--- src/rtl/serial_mag_comp.sv ---
// Serial magnitude comparator.
// Two operands arrive one bit pair per valid cycle, MSB first. The first
// differing pair decides the ordering; the remaining pairs are still counted
// so the block knows when the operand has ended. After WIDTH pairs the
// one-hot result {A>B, A==B, A<B} is registered and DONE pulses once.
module serial_mag_comp #(
    parameter int WIDTH = 4
) (
    input  logic       CLK,
    input  logic       nRST,
    input  logic       START,
    input  logic       BIT_VLD,
    input  logic       A_BIT,
    input  logic       B_BIT,
    output logic [2:0] R,
    output logic       DONE,
    output logic       BUSY
);

    // Counter wide enough to hold 0..WIDTH.
    localparam int CW = $clog2(WIDTH + 1);
    localparam logic [CW-1:0] LAST_IDX = CW'(WIDTH - 1);

    typedef enum logic {
        IDLE  = 1'b0,
        SHIFT = 1'b1
    } state_t;

    // Ordering decided so far; stays EQ until the first differing pair.
    typedef enum logic [1:0] {
        DEC_EQ = 2'd0,
        DEC_GT = 2'd1,
        DEC_LT = 2'd2
    } dec_t;

    state_t          state_reg, state_next;
    logic [CW-1:0]   count_reg, count_next;
    dec_t            dec_reg, dec_next;
    logic [2:0]      r_reg, r_next;
    logic            done_reg, done_next;
    dec_t            dec_pair;

    // One-hot encoding of a decision as presented on R.
    function automatic logic [2:0] dec_to_onehot(input dec_t d);
        logic [2:0] oh;
        case (d)
            DEC_GT:  oh = 3'b100;
            DEC_LT:  oh = 3'b001;
            default: oh = 3'b010;
        endcase
        return oh;
    endfunction

    // Decision after folding in the pair currently on A_BIT/B_BIT. Only an
    // undecided (equal) comparison can be changed; later pairs are inert.
    always_comb begin
        dec_pair = dec_reg;
        if (dec_reg == DEC_EQ) begin
            if (A_BIT && !B_BIT) begin
                dec_pair = DEC_GT;
            end else if (!A_BIT && B_BIT) begin
                dec_pair = DEC_LT;
            end
        end
    end

    // Next-state logic: START only matters in IDLE, BIT_VLD only in SHIFT.
    always_comb begin
        state_next = state_reg;
        count_next = count_reg;
        dec_next   = dec_reg;
        r_next     = r_reg;
        done_next  = 1'b0;

        case (state_reg)
            IDLE: begin
                // A BIT_VLD coinciding with START is deliberately dropped.
                if (START) begin
                    state_next = SHIFT;
                    count_next = '0;
                    dec_next   = DEC_EQ;
                end
            end

            SHIFT: begin
                // Cycles without BIT_VLD hold everything, so gaps are free.
                if (BIT_VLD) begin
                    count_next = count_reg + CW'(1);
                    dec_next   = dec_pair;
                    if (count_reg == LAST_IDX) begin
                        // Last pair: publish result on this same edge.
                        r_next     = dec_to_onehot(dec_pair);
                        done_next  = 1'b1;
                        state_next = IDLE;
                        count_next = '0;
                    end
                end
            end

            default: begin
                state_next = IDLE;
                count_next = '0;
                dec_next   = DEC_EQ;
            end
        endcase
    end

    // State and result registers; reset abandons any comparison at once.
    always_ff @(posedge CLK or negedge nRST) begin
        if (!nRST) begin
            state_reg <= IDLE;
            count_reg <= '0;
            dec_reg   <= DEC_EQ;
            r_reg     <= 3'b000;
            done_reg  <= 1'b0;
        end else begin
            state_reg <= state_next;
            count_reg <= count_next;
            dec_reg   <= dec_next;
            r_reg     <= r_next;
            done_reg  <= done_next;
        end
    end

    assign R    = r_reg;
    assign DONE = done_reg;
    assign BUSY = (state_reg == SHIFT);

endmodule

--- config.mk ---
export PLATFORM = sky130hd
export DESIGN_NAME = serial_mag_comp
export DESIGN_NICKNAME = d
export VERILOG_FILES = /design/src/rtl/serial_mag_comp.sv
export SDC_FILE = /design/constraint.sdc
export NUM_CORES = 1
export LEC_CHECK = 0
export CORE_MARGIN = 3
export CORE_UTILIZATION = 30
export DETAILED_ROUTE_END_ITERATION = 16
export SLEW_MARGIN = 40
export SYNTH_ARGS = -nofsm -noshare
export SYNTH_HDL_FRONTEND = slang
export SYNTH_SLANG_ARGS = --single-unit
--- constraint.sdc ---
create_clock -name CLK -period 2.5 [get_ports CLK]
set_clock_uncertainty 0.1 [all_clocks]
set_input_delay 0.375 -clock CLK [delete_from_list [all_inputs] [get_ports CLK]]
set_output_delay 0.375 -clock CLK [all_outputs]
set_load 0.05 [all_outputs]
==> summary.md <==
| Metric | Value |
|---|---|
| First-pass GRT wire length | around 1400 um |
| Fin. max-slew vios | 0 |
| WP data required | between 2 and 2.5 ns |
| Synth Instances | 39 |
| Area grow syn2layout | 30.13% |
| Vias | 323 |
| Initial antenna violation count | 0 |
| RSZ-0062 raised after global routing | no |
| Initial DRC Count | 8 |
| Kind of critical path | reg -> out |
| Multi-input logic area | roughly 210 um2 |
| Antenna cell count | 0 |
| Minimum clock period | a little over 2 ns |
| Async set-reset flop share out of synthesis | 100.0% |
| Status | finished clean |
| Cell family with most CP delay | buffers and inverters |
| Worst-path cell chain | clkdlybuf4s50_1 |
| Root buf cell | clkbuf_4 |
| # port buffers | 10 |
| Resize count post-CTS | 0 |
| Total Routed Length | 815 um |
| Top_reg_cell synth | dfrtp_1 |
| Rel. slew slack | about 67% |
| CP bufs+invs | 1 |
| Fin crit share | around 82% |
| DRT Pass-1 Iters | 2 |
| Starting Density | around 34% |
| Largest family of logic cells by synthesized area | simple AND/OR/NAND/NOR gates |
| Power per cell area | roughly 1100 mW/mm2 |
| Syn Nets | 48 |
| Worst-margin pin slew | around 0.49 ns |
| # DRC | 0 |
| Synthesized area per cell | 12.03 um2 |
| Worst path arrival time | about 1.6 ns |
| Critical Path Fanout Max | 7 |
| Nets@finish | 63 |
| Final std cells w/o fill | between 60 and 70 |
| Overall routing resource usage | approximately a tenth |
| Chip height | roughly 46 um |
| Share of cells above drive strength 1 | between 10% and 20% |
| Compound-gate portion of the synthesized area | slightly below 8% |
| Critical Path Slowest Stage Cell | clkdlybuf4s50_1 |
| Count leader, synth | dfrtp_1 |
| Worst r2r src | dec_reg[1] |
| Yosys reg bits | 10 |
| Synth Area in Simple Gates | 17.33% |
| Register area | 250.2 um2 |
| Leakage | between 0.0002 and 0.0003 uW |
| Synth cell count leaders | 10 x dfrtp_1, 4 x nor2_1 |
| Placer Congestion | slightly above 0.7 |
| Final Setup Violations | 0 |
| Yosys cell types | 17 |
| Wire length per cell | between 10 and 15 um |
| Synth Cell Area | ~470 um2 |
| XOR/XNOR share of the synthesized area | 0% |
| Grt total ovfl | 0 |
| I/O Pins | 11 |
| Adder-Cell Fraction of Synth Area | under 10% |
| Clock transition at path regs | ~0.060 ns |
| Die Width | between 40 and 50 um |
| Vias/cell | 4.821 |
| F_max | roughly 500 MHz |
| Setup bufs post-CTS | 0 |
| Synth area leaders | dfrtp_1 53%, mux2_4 9.6%, ha_1 8.0%, a21oi_1 3.2%, nor2_1 3.2% |
| Remaining antenna violation count | 0 |
| Final hold viol count | 0 |
| Sequential share of the synthesized area | 53.33% |
| Critical Path Max Stage Delay | between 0.8 and 0.9 ns |
| Yosys warnings | 0 |
| Dpl cells | between 60 and 70 |
| Number of flops mapped to enable cells by yosys | 0 |
| CTS tree | yes |
| Maximum vdd drop | ~0.0004 V |
| Clk sinks | 10 |
| Fin Setup TNS | 0 ns |
| FP Rows | 13 |
| Yosys top cell by area | dfrtp_1 |
| Post-synth top area share | 53.33% |
| Max-Cap Viols | 0 |
| Mux share of post-synthesis cell area | 12.00% |
| Longest Clk Path Bufs | 2 |
| Core region area | 0.001383 mm2 |
| CP startpoint kind | register |
| CP endpoint kind | output pin |
| Largest net degree at the start of global routing | 11 |
| H-tree Lvls | 1 |
| CTS buffer count | 3 |
| Skew-Pair Late Insertion Delay | between 0.2 and 0.3 ns |
| Die area | 0.002074 mm2 |
| Post-CTS Hold Fix Bufs | 0 |
| Setup crit start | BUSY |
| Min-Delay Path Class | in -> async |
| # fillers | 137 |
| Vias in the first global route | approximately 330 |
| DP Wirelength | 623.5 um |
## kinds of logic (layout without fill, tap and decap cells)
group	Yosys count	after routing
flip-flops	10	10
multiplexers	4	4
AND/OR/NAND/NOR	14	14
adder cells (fa/ha/maj)	3	3
AO/OA/AOI/OAI	6	6
buffers and inverters	2	15
## path summary, 6_finish.rpt
check | end | slack, ns | depth (start not counted)
max | BUSY | 0.46 | 1
min | R[2] | 0.32 | 1
max reg2reg | R[1] | 1.00 | 5
min reg2reg | count_reg[0] | 0.39 | 1
max in group asynchronous | count_reg[2] | 1.67 | 1
min in group CLK | count_reg[0] | 0.39 | 1
## layout by cell type, fill, tap and decap left out
cell type and n:
o21ai_0 1, clkdlybuf4s50_1 10, dfrtp_1 10, inv_1 2, and3_2 1, a21oi_1 3, nor2_1 4, clkbuf_4 3
ha_1 3, nand2_1 3, nor2_4 1, nand2b_1 1, mux2_2 1, a22o_1 1, nor3b_1 1, o31ai_1 1
mux2_4 3, nor2b_1 2, nand3_2 1
## report_power, final
part	switching (uW)	internal (uW)
Combinational	184	144
Clock	52.8	55.6
Sequential	40.7	217
Total	278	417
## final cells by class
cell class,instances,share of cell area (%)
well taps,15,3.074
clock buffers,3,3.689
inverters,2,1.230
repair buffers,10,16.39
flip-flops and latches,10,40.98
multi-input cells,27,34.63
## stage by stage
step	worst slack, ns	instance area [um2]	total power, uW	util, %	hold slack (ns)
5_1_grt	0.3761	610.6	750.0	44.16	0.3516
3_3_place_gp	0.5103	588.1	585.8	42.53	0.3795
4_1_cts	0.4465	610.6	706.7	44.16	0.3327
2_1_floorplan	0.9374	469.2	492.8	-	-0.02059
3_5_place_dp	0.4857	588.1	592.4	42.53	0.3844
6_report	0.4611	610.6	694.8	44.16	0.3243
## layer usage
metal | share of wire [%] | up-vias | track usage, %
li1 | - | 160 | -
met1 | 46 | 150 | 11.98
met2 | 45 | 11 | 13.93
met3 | 8.1 | 2 | 5.929
met4 | 1.2 | 0 | 7.018
met5 | 0 | - | 0
(Power assumes the default switching activity.)
